File: config.mk
export PLATFORM = sky130hd
export DESIGN_NAME = div_seq_ctrl
export DESIGN_NICKNAME = d
export VERILOG_FILES = /design/src/rtl/div_seq_ctrl.sv
export SDC_FILE = /design/constraint.sdc
export NUM_CORES = 1
export LEC_CHECK = 0
export CORE_MARGIN = 4
export CORE_UTILIZATION = 30
export CTS_BUF_LIST = sky130_fd_sc_hd__clkbuf_4
export CTS_CLUSTER_SIZE = 12
export DETAILED_ROUTE_END_ITERATION = 16
export GPL_ROUTABILITY_DRIVEN = 0
export PLACE_DENSITY_LB_ADDON = 0.05
export SLEW_MARGIN = 15
export SYNTH_ARGS = -nofsm -noshare
export SYNTH_HDL_FRONTEND = slang
export SYNTH_SLANG_ARGS = --single-unit
File: constraint.sdc
create_clock -name clk_i -period 4.03 [get_ports clk_i]
set_input_delay 0.6045 -clock clk_i [delete_from_list [all_inputs] [get_ports clk_i]]
set_output_delay 0.6045 -clock clk_i [all_outputs]
set_load 0.005 [all_outputs]
File: src/rtl/div_seq_ctrl.sv
// Execute-stage iterative divider sequencer: radix-2 restoring DIV/DIVU/REM/REMU with
// RISC-V special cases and pipeline stall. Optional early exit via `DIV_SEQ_EARLY_EXIT_EN.
module div_seq_ctrl #(
  parameter int XLEN  = 32,
  parameter int CNT_W = 6
) (
  input  logic            clk_i,
  input  logic            reset_ni,
  input  logic            start_i,
  input  logic [1:0]      op_i,
  input  logic [XLEN-1:0] a_i,
  input  logic [XLEN-1:0] b_i,
  input  logic [4:0]      rd_index_i,
  input  logic            flush_i,
  output logic            stall_o,
  output logic            busy_o,
  output logic [XLEN-1:0] result_o,
  output logic            result_valid_o,
  output logic [4:0]      rd_index_o
);

  // Handshake: a request is taken when start_i=1 and flush_i=0 while the sequencer is
  // in IDLE or DONE; while busy (CALC/FIX) start_i is ignored and decode is stalled.
  typedef enum logic [1:0] {
    S_IDLE = 2'd0,
    S_CALC = 2'd1,
    S_FIX  = 2'd2,
    S_DONE = 2'd3
  } state_e;

  localparam logic [XLEN-1:0] MIN_NEG = {1'b1, {(XLEN-1){1'b0}}};

  state_e            state_q, state_d;
  logic [CNT_W-1:0]  cnt_q, cnt_d;
  logic [1:0]        op_q, op_d;
  logic [XLEN-1:0]   a_q, a_d;
  logic [XLEN-1:0]   b_abs_q, b_abs_d;
  logic [XLEN-1:0]   rem_q, rem_d;
  logic [XLEN-1:0]   quo_q, quo_d;
  logic              a_neg_q, a_neg_d;
  logic              q_neg_q, q_neg_d;
  logic              div0_q, div0_d;
  logic              ovf_q, ovf_d;
  logic              early_q, early_d;
  logic [4:0]        rd_req_q, rd_req_d;
  logic [XLEN-1:0]   result_q, result_d;
  logic [4:0]        rd_out_q, rd_out_d;

  // Operand conditioning at acceptance
  logic              in_signed;
  logic              in_a_neg;
  logic              in_b_neg;
  logic [XLEN-1:0]   in_a_abs;
  logic [XLEN-1:0]   in_b_abs;
  logic              in_div0;
  logic              in_ovf;
  logic              in_early;

  assign in_signed = ~op_i[0];
  assign in_a_neg  = in_signed & a_i[XLEN-1];
  assign in_b_neg  = in_signed & b_i[XLEN-1];
  assign in_a_abs  = in_a_neg ? (~a_i + 1'b1) : a_i;
  assign in_b_abs  = in_b_neg ? (~b_i + 1'b1) : b_i;
  assign in_div0   = (b_i == '0);
  assign in_ovf    = in_signed && (a_i == MIN_NEG) && (b_i == '1);

`ifdef DIV_SEQ_EARLY_EXIT_EN
  assign in_early  = !in_div0 && (in_a_abs < in_b_abs);
`else
  assign in_early  = 1'b0;
`endif

  // One restoring step: the shifted partial remainder needs XLEN+1 bits, but once the
  // subtraction is taken the difference is always below |b| and fits in XLEN bits.
  logic [XLEN:0]     step_sh;
  logic              step_ge;
  logic [XLEN-1:0]   step_diff;

  assign step_sh   = {rem_q, quo_q[XLEN-1]};
  assign step_ge   = (step_sh >= {1'b0, b_abs_q});
  assign step_diff = step_sh[XLEN-1:0] - b_abs_q;

  // Result selection in FIX
  logic [XLEN-1:0]   fix_quo;
  logic [XLEN-1:0]   fix_rem;
  logic [XLEN-1:0]   fix_sel;

  always_comb begin
    fix_quo = '0;
    fix_rem = '0;
    if (div0_q) begin
      fix_quo = '1;
      fix_rem = a_q;
    end else if (ovf_q) begin
      fix_quo = MIN_NEG;
      fix_rem = '0;
    end else if (early_q) begin
      fix_quo = '0;
      fix_rem = a_q;
    end else begin
      fix_quo = q_neg_q ? (~quo_q + 1'b1) : quo_q;
      fix_rem = a_neg_q ? (~rem_q + 1'b1) : rem_q;
    end
  end

  assign fix_sel = op_q[1] ? fix_rem : fix_quo;

  always_comb begin
    state_d  = state_q;
    cnt_d    = cnt_q;
    op_d     = op_q;
    a_d      = a_q;
    b_abs_d  = b_abs_q;
    rem_d    = rem_q;
    quo_d    = quo_q;
    a_neg_d  = a_neg_q;
    q_neg_d  = q_neg_q;
    div0_d   = div0_q;
    ovf_d    = ovf_q;
    early_d  = early_q;
    rd_req_d = rd_req_q;
    result_d = result_q;
    rd_out_d = rd_out_q;

    case (state_q)
      S_IDLE, S_DONE: begin
        if (start_i && !flush_i) begin
          op_d     = op_i;
          a_d      = a_i;
          b_abs_d  = in_b_abs;
          rem_d    = '0;
          quo_d    = in_a_abs;
          a_neg_d  = in_a_neg;
          q_neg_d  = in_a_neg ^ in_b_neg;
          div0_d   = in_div0;
          ovf_d    = in_ovf;
          early_d  = in_early;
          rd_req_d = rd_index_i;
          if (in_div0 || in_ovf || in_early) begin
            cnt_d   = '0;
            state_d = S_FIX;
          end else begin
            cnt_d   = CNT_W'(XLEN);
            state_d = S_CALC;
          end
        end else begin
          state_d = S_IDLE;
        end
      end

      S_CALC: begin
        if (flush_i) begin
          state_d = S_IDLE;
        end else begin
          rem_d = step_ge ? step_diff : step_sh[XLEN-1:0];
          quo_d = {quo_q[XLEN-2:0], step_ge};
          cnt_d = cnt_q - CNT_W'(1);
          if (cnt_q == CNT_W'(1)) begin
            state_d = S_FIX;
          end
        end
      end

      S_FIX: begin
        if (flush_i) begin
          state_d = S_IDLE;
        end else begin
          result_d = fix_sel;
          rd_out_d = rd_req_q;
          state_d  = S_DONE;
        end
      end

      default: state_d = S_IDLE;
    endcase
  end

  always_ff @(posedge clk_i) begin
    if (!reset_ni) begin
      state_q  <= S_IDLE;
      cnt_q    <= '0;
      op_q     <= '0;
      a_q      <= '0;
      b_abs_q  <= '0;
      rem_q    <= '0;
      quo_q    <= '0;
      a_neg_q  <= 1'b0;
      q_neg_q  <= 1'b0;
      div0_q   <= 1'b0;
      ovf_q    <= 1'b0;
      early_q  <= 1'b0;
      rd_req_q <= '0;
      result_q <= '0;
      rd_out_q <= '0;
    end else begin
      state_q  <= state_d;
      cnt_q    <= cnt_d;
      op_q     <= op_d;
      a_q      <= a_d;
      b_abs_q  <= b_abs_d;
      rem_q    <= rem_d;
      quo_q    <= quo_d;
      a_neg_q  <= a_neg_d;
      q_neg_q  <= q_neg_d;
      div0_q   <= div0_d;
      ovf_q    <= ovf_d;
      early_q  <= early_d;
      rd_req_q <= rd_req_d;
      result_q <= result_d;
      rd_out_q <= rd_out_d;
    end
  end

  // Stall, busy and strobe decode registered state only, so no input reaches them.
  assign busy_o         = (state_q == S_CALC) || (state_q == S_FIX);
  assign stall_o        = busy_o;
  assign result_valid_o = (state_q == S_DONE);
  assign result_o       = result_q;
  assign rd_index_o     = rd_out_q;

endmodule

* Yosys cells after proc, flatten, opt, wreduce, memory -nomap -nowiden
Index checks and enable logic that the tools add are counted.
** Storage, ports and cells
- Output and inout bits :: 40
- Input bits :: 75
- Flip-flop bits (word level) :: 184
- Logic and storage cells :: 78
** Cells by class
- Magnitude comparators :: 1
- Multiplexer cells :: 26
- Equal/unequal tests :: 9
- Bitwise gates (word level) :: 9
- $add $sub $neg :: 6
- Reductions and logical operators :: 13
** Operator list (count)
- $mux 32 :: 14
- $add 32x1->32 const B :: 4
- $not 32->32 :: 4
- $pmux 32 s2 :: 2
- $eq 32x32->1 const B :: 2
- $ge 33x32->1 :: 1
- $logic_not 32->1 :: 1
- $sub 32x32->32 :: 1
- $mux 6 :: 3
- $pmux 6 s2 :: 1
- $mux 2 :: 5
- $eq 6x1->1 const B :: 1
- $pmux 2 s3 :: 1
- $sub 6x1->6 const B :: 1
- $eq 2x2->1 const B :: 2
- $ne 2x2->1 const B :: 2
- $reduce_and 2->1 :: 2
- $logic_and 1x1->1 :: 3
- $ne 3x3->1 const B :: 1
- $reduce_and 3->1 :: 1
- $and 1x1->1 :: 2
- $eq 2x1->1 const B :: 1
- $logic_not 2->1 :: 1
- $logic_or 1x1->1 :: 2
- other kinds (5) :: 6

* Depth between registers and ports, before layout
- Word-level depth :: 7
- Mapped depth :: 13
- Depth with buffers taken out :: 13

* Worst setup path after synthesis
OpenSTA, ideal clock, no wires.
- Path type :: register -> register
- Start :: reg b_abs_q[16]
- End :: reg rem_q[29]
- Cell stages (with the launch flop) :: 14
- Library setup time :: 0.075 ns
- Path slack :: 0.947 ns
- Arrival time :: 3.008 ns
- Path buffers :: 2
- Required time :: 3.955 ns
- Cells stage by stage :: dfxtp_1 > inv_1 > ha_1 > and2_1 > and3_1 > nand2_1 > nor3_1 > a311o_1 > a211oi_1 > and2_1 > clkbuf_1 > clkbuf_1 > a32oi_1 > o21ai_0
** On the way
- Longest elaborated chain between the ends :: 4
- Elaborated cells between the ends (all ways) :: 5
- Those cells by class :: add/sub (1); order compare (1); mux (3)
** Ends and longest elaborated chain
- start: declaration :: line 37 : logic [XLEN-1:0] b_abs_q, b_abs_d;
- start signal: assignment :: line 200 : b_abs_q <= b_abs_d;
- $sub 32x32->32 or $ge 33x32->1 (tied branches) :: line 81, 80
- $mux 32 * :: line 155 : rem_d = step_ge ? step_diff : step_sh[XLEN-1:0];
- $mux 32 * :: line 152 : if (flush_i) begin
- $pmux 32 s2 * :: line 125 : case (state_q)
- end signal: assignment :: line 201 : rem_q <= rem_d;
- end: declaration :: line 38 : logic [XLEN-1:0] rem_q, rem_d;
Mark *: on every way between the ends. The rest lies on a longest branch, timed or not. The select of a mux whose other input is x is not followed.
A chain may end at the register's enable or synchronous reset.

* Worst setup path in the final report
- Start :: reg rem_q[9]
- End :: reg result_q[29] (netlist: result_o[29])
** On the way
- Longest elaborated chain between the ends :: 6
** Ends and longest elaborated chain
- $not 32->32 :: line 102 : fix_rem = a_neg_q ? (~rem_q + 1'b1) : rem_q;
- $add 32x1->32 :: line 102
- $mux 32 :: line 102
- $mux 32 :: line 94 : end else if (ovf_q) begin
- $mux 32 :: line 91 : if (div0_q) begin
- $mux 32 :: line 106 : assign fix_sel = op_q[1] ? fix_rem : fix_quo;
- end signal: assignment :: line 209 : result_q <= result_d;
- end: declaration :: line 46 : logic [XLEN-1:0] result_q, result_d;
Every way passes these cells.

==> metrics <==
status=finished, final reports clean; Primary FF master, synth=sky130_fd_sc_hd__dfxtp_1; netlist area before placement=0.01169 sq mm; DR WL/cell=19.87 microns; highest-count cells in the layout ignoring fill and taps=229 x sky130_fd_sc_hd__nand2_1, 183 x sky130_fd_sc_hd__dfxtp_1, 158 x sky130_fd_sc_hd__a21oi_1; CP Launch Point=rem_q[9]$_SDFFE_PN0P_; most common cell after layout, fill and taps aside=sky130_fd_sc_hd__nand2_1; Initial DRC Count=708; drt first pass iters=5; wirelength, routed=43.20 mm; clock tree from TritonCTS=built; worst skew pair latency=0.65 ns; post-route clock period utilization=0.8285; DP HPWL=32.18 mm; type of the tightest min-delay check=reg -> reg; post-synth net total=1688; dpl cell area=0.01346 sq mm; CP Data Arrival Time=3.90 ns; fmax=0.2995 GHz; maximum number of pins on one net before global-route repair=93; worst clock skew=0.03512 ns; overall die width=205.4 microns; unrepaired setup endpoints after global routing=no; total power density per cell area=293.4 mW/mm^2; worst hold start=rd_req_q[2]$_SDFFE_PN0P_; Post-Syn Instances=1570; Layout Cell Area excl Fill=0.01375 sq mm; Max transition margin=0.3320; wire length of the first global-routing pass=67.26 mm; Total Nets Final=1760; hold slack final=0.4567 ns; number of remaining DRC errors=0; final antenna-violating net count=0; Seq cells post-synth=183; clock sink count=183; share of synthesized registers carrying an async set or reset=0; Lkg Pwr=4.946 nW; highest fanout seen on the critical path=8; Yosys cell types=60; EDFF count, synth=0; setup fix buffers added after clock tree synthesis=0; path type of the worst setup path=reg -> reg; final period demand of the worst path=3.339 ns; H-tree depth reported by CTS=4; I/O pin count=115; via/cell ratio=5.250; global-route usage over all layers=0.2044; CTS root buffer=sky130_fd_sc_hd__clkbuf_4; sequential-to-total area share from yosys stat=0.3135; R2R Path Start=rem_q[9]$_SDFFE_PN0P_; height of the die=205.4 microns; startpoint type of the worst setup path=register; setup_tns=0 ns; FF-to-FF path depth=8; final setup violation count=0; die area=0.04217 sq mm; transition time at the pin with the least slew margin=0.9983 ns; number of buffers on the longest clock path=2; GRT Residual Overflow=0; maximum ir drop on the vdd rail=0.1538 mV; Initial Util=0.3031; count of input and output buffers=114; Clk pin slew, worst setup/hold paths=0.16 ns; vias in the first global route=11040; core outline area=0.03856 sq mm; number of buffers inserted by hold repair at cts=0; relative area change from synthesis to final layout=17.63%; row count=72; share of post-route cells with drive strength above 1=0.05619; number of antenna violations at the first check in global routing=1; Yosys warning total=0; number of hold violations in the final report=0; number of buffers inserted during clock tree synthesis=17; final max-slew violation count=0; Required @ worst endpoint=4.59 ns; post-cts sizing count=0; Worst Hold Path Cells=2; Critical Path End Type=register; routed via count=11410; Mean Syn Cell Area=7.443 sq um; maxcap violations=0
-- worst max-delay path, stage by stage, from the launching register on --
cell and delay (ns):
sky130_fd_sc_hd__dfxtp_1 0.44, sky130_fd_sc_hd__or4_4 0.59, sky130_fd_sc_hd__or4_4 0.44, sky130_fd_sc_hd__or3_4 0.39, sky130_fd_sc_hd__or4_4 0.54, sky130_fd_sc_hd__o41ai_1 0.39, sky130_fd_sc_hd__xnor2_1 0.18, sky130_fd_sc_hd__nand2_1 0.10
sky130_fd_sc_hd__a41oi_1 0.20
-- logic make-up after synthesis --
family	count (synthesis)	synth area share
AO/OA/AOI/OAI	509	0.2662
XOR/XNOR	141	0.1057
adder cells (fa/ha/maj)	43	0.04668
buffers and inverters	164	0.05332
flip-flops	183	0.3135
multiplexers	22	0.01884
AND/OR/NAND/NOR	508	0.1958
-- registers in the layout, indices dropped and copies added (netlist names) --
register	cells
a_neg_q	1
a_q	32
b_abs_q	32
cnt_q	6
div0_q	1
op_q	1
ovf_q	1
q_neg_q	1
quo_q	32
rd_index_o	5
rd_req_q	5
rem_q	32
result_o	32
state_q	2
-- per-layer routing --
layer | GRT usage | wire, microns
met5 | 0 | 0
met4 | 0.03708 | 356
met2 | 0.3212 | 19450
met1 | 0.3012 | 21700
met3 | 0.02837 | 1693
-- report_power, final --
group	internal [mW]	switching [mW]	leakage, nW
clock	0.385	0.736	0.158
sequential	1.89	0.0807	1.49
combinational	0.380	0.563	3.30
-- cell type report --
class | count | area, sq um
timing repair buffer | 155 | 1486
sequential | 183 | 3664
fill | 4259 | 24810
clock inverter | 14 | 147.6
tap | 518 | 648.1
clock buffer | 18 | 135.1
antenna | 1 | 2.502
inverter | 62 | 235.2
multi-input combinational | 1223 | 7428
-- worst paths after layout --
path,to,slack (ns)
worst max-delay path,result_o[29]$_SDFFE_PN0P_,0.69
worst min-delay path,rd_index_o[2]$_SDFFE_PN0P_,0.46
worst max register to register,result_o[29]$_SDFFE_PN0P_,0.69
worst min register to register,rd_index_o[2]$_SDFFE_PN0P_,0.46
-- synth_stat cells (14+ instances only) --
cell type | instances | share of area
sky130_fd_sc_hd__nand2_1 | 229 | 0.074
sky130_fd_sc_hd__o21ai_0 | 153 | 0.066
sky130_fd_sc_hd__nor3_1 | 29 | 0.012
sky130_fd_sc_hd__inv_1 | 60 | 0.019
sky130_fd_sc_hd__xnor2_1 | 89 | 0.067
sky130_fd_sc_hd__dfxtp_1 | 183 | 0.31
sky130_fd_sc_hd__ha_1 | 42 | 0.045
sky130_fd_sc_hd__a211oi_1 | 29 | 0.019
sky130_fd_sc_hd__clkbuf_1 | 95 | 0.031
sky130_fd_sc_hd__a21oi_1 | 159 | 0.068
sky130_fd_sc_hd__mux2i_1 | 22 | 0.019
sky130_fd_sc_hd__a31oi_1 | 18 | 0.0096
sky130_fd_sc_hd__a221oi_1 | 22 | 0.016
sky130_fd_sc_hd__a21o_1 | 16 | 0.010
sky130_fd_sc_hd__nand3_1 | 22 | 0.0094
sky130_fd_sc_hd__nor2_1 | 125 | 0.040
sky130_fd_sc_hd__xor2_1 | 52 | 0.039
sky130_fd_sc_hd__o31ai_1 | 21 | 0.013
sky130_fd_sc_hd__or3_1 | 14 | 0.0075
-- stage by stage --
stage | power (mW) | util | worst slack (ns) | instances
CTS | 4.086 | 0.3565 | 0.6702 | 2173
floorplan | 2.578 | - | 0.9467 | 1570
global placement | 2.951 | 0.3491 | 0.4135 | 2141
finish | 4.034 | 0.3565 | 0.6913 | 2174
detailed placement | 2.949 | 0.3491 | 0.4003 | 2141
global route | 4.255 | 0.3565 | 0.4410 | 2174
Note: power is estimated with default switching activity, not from simulation.
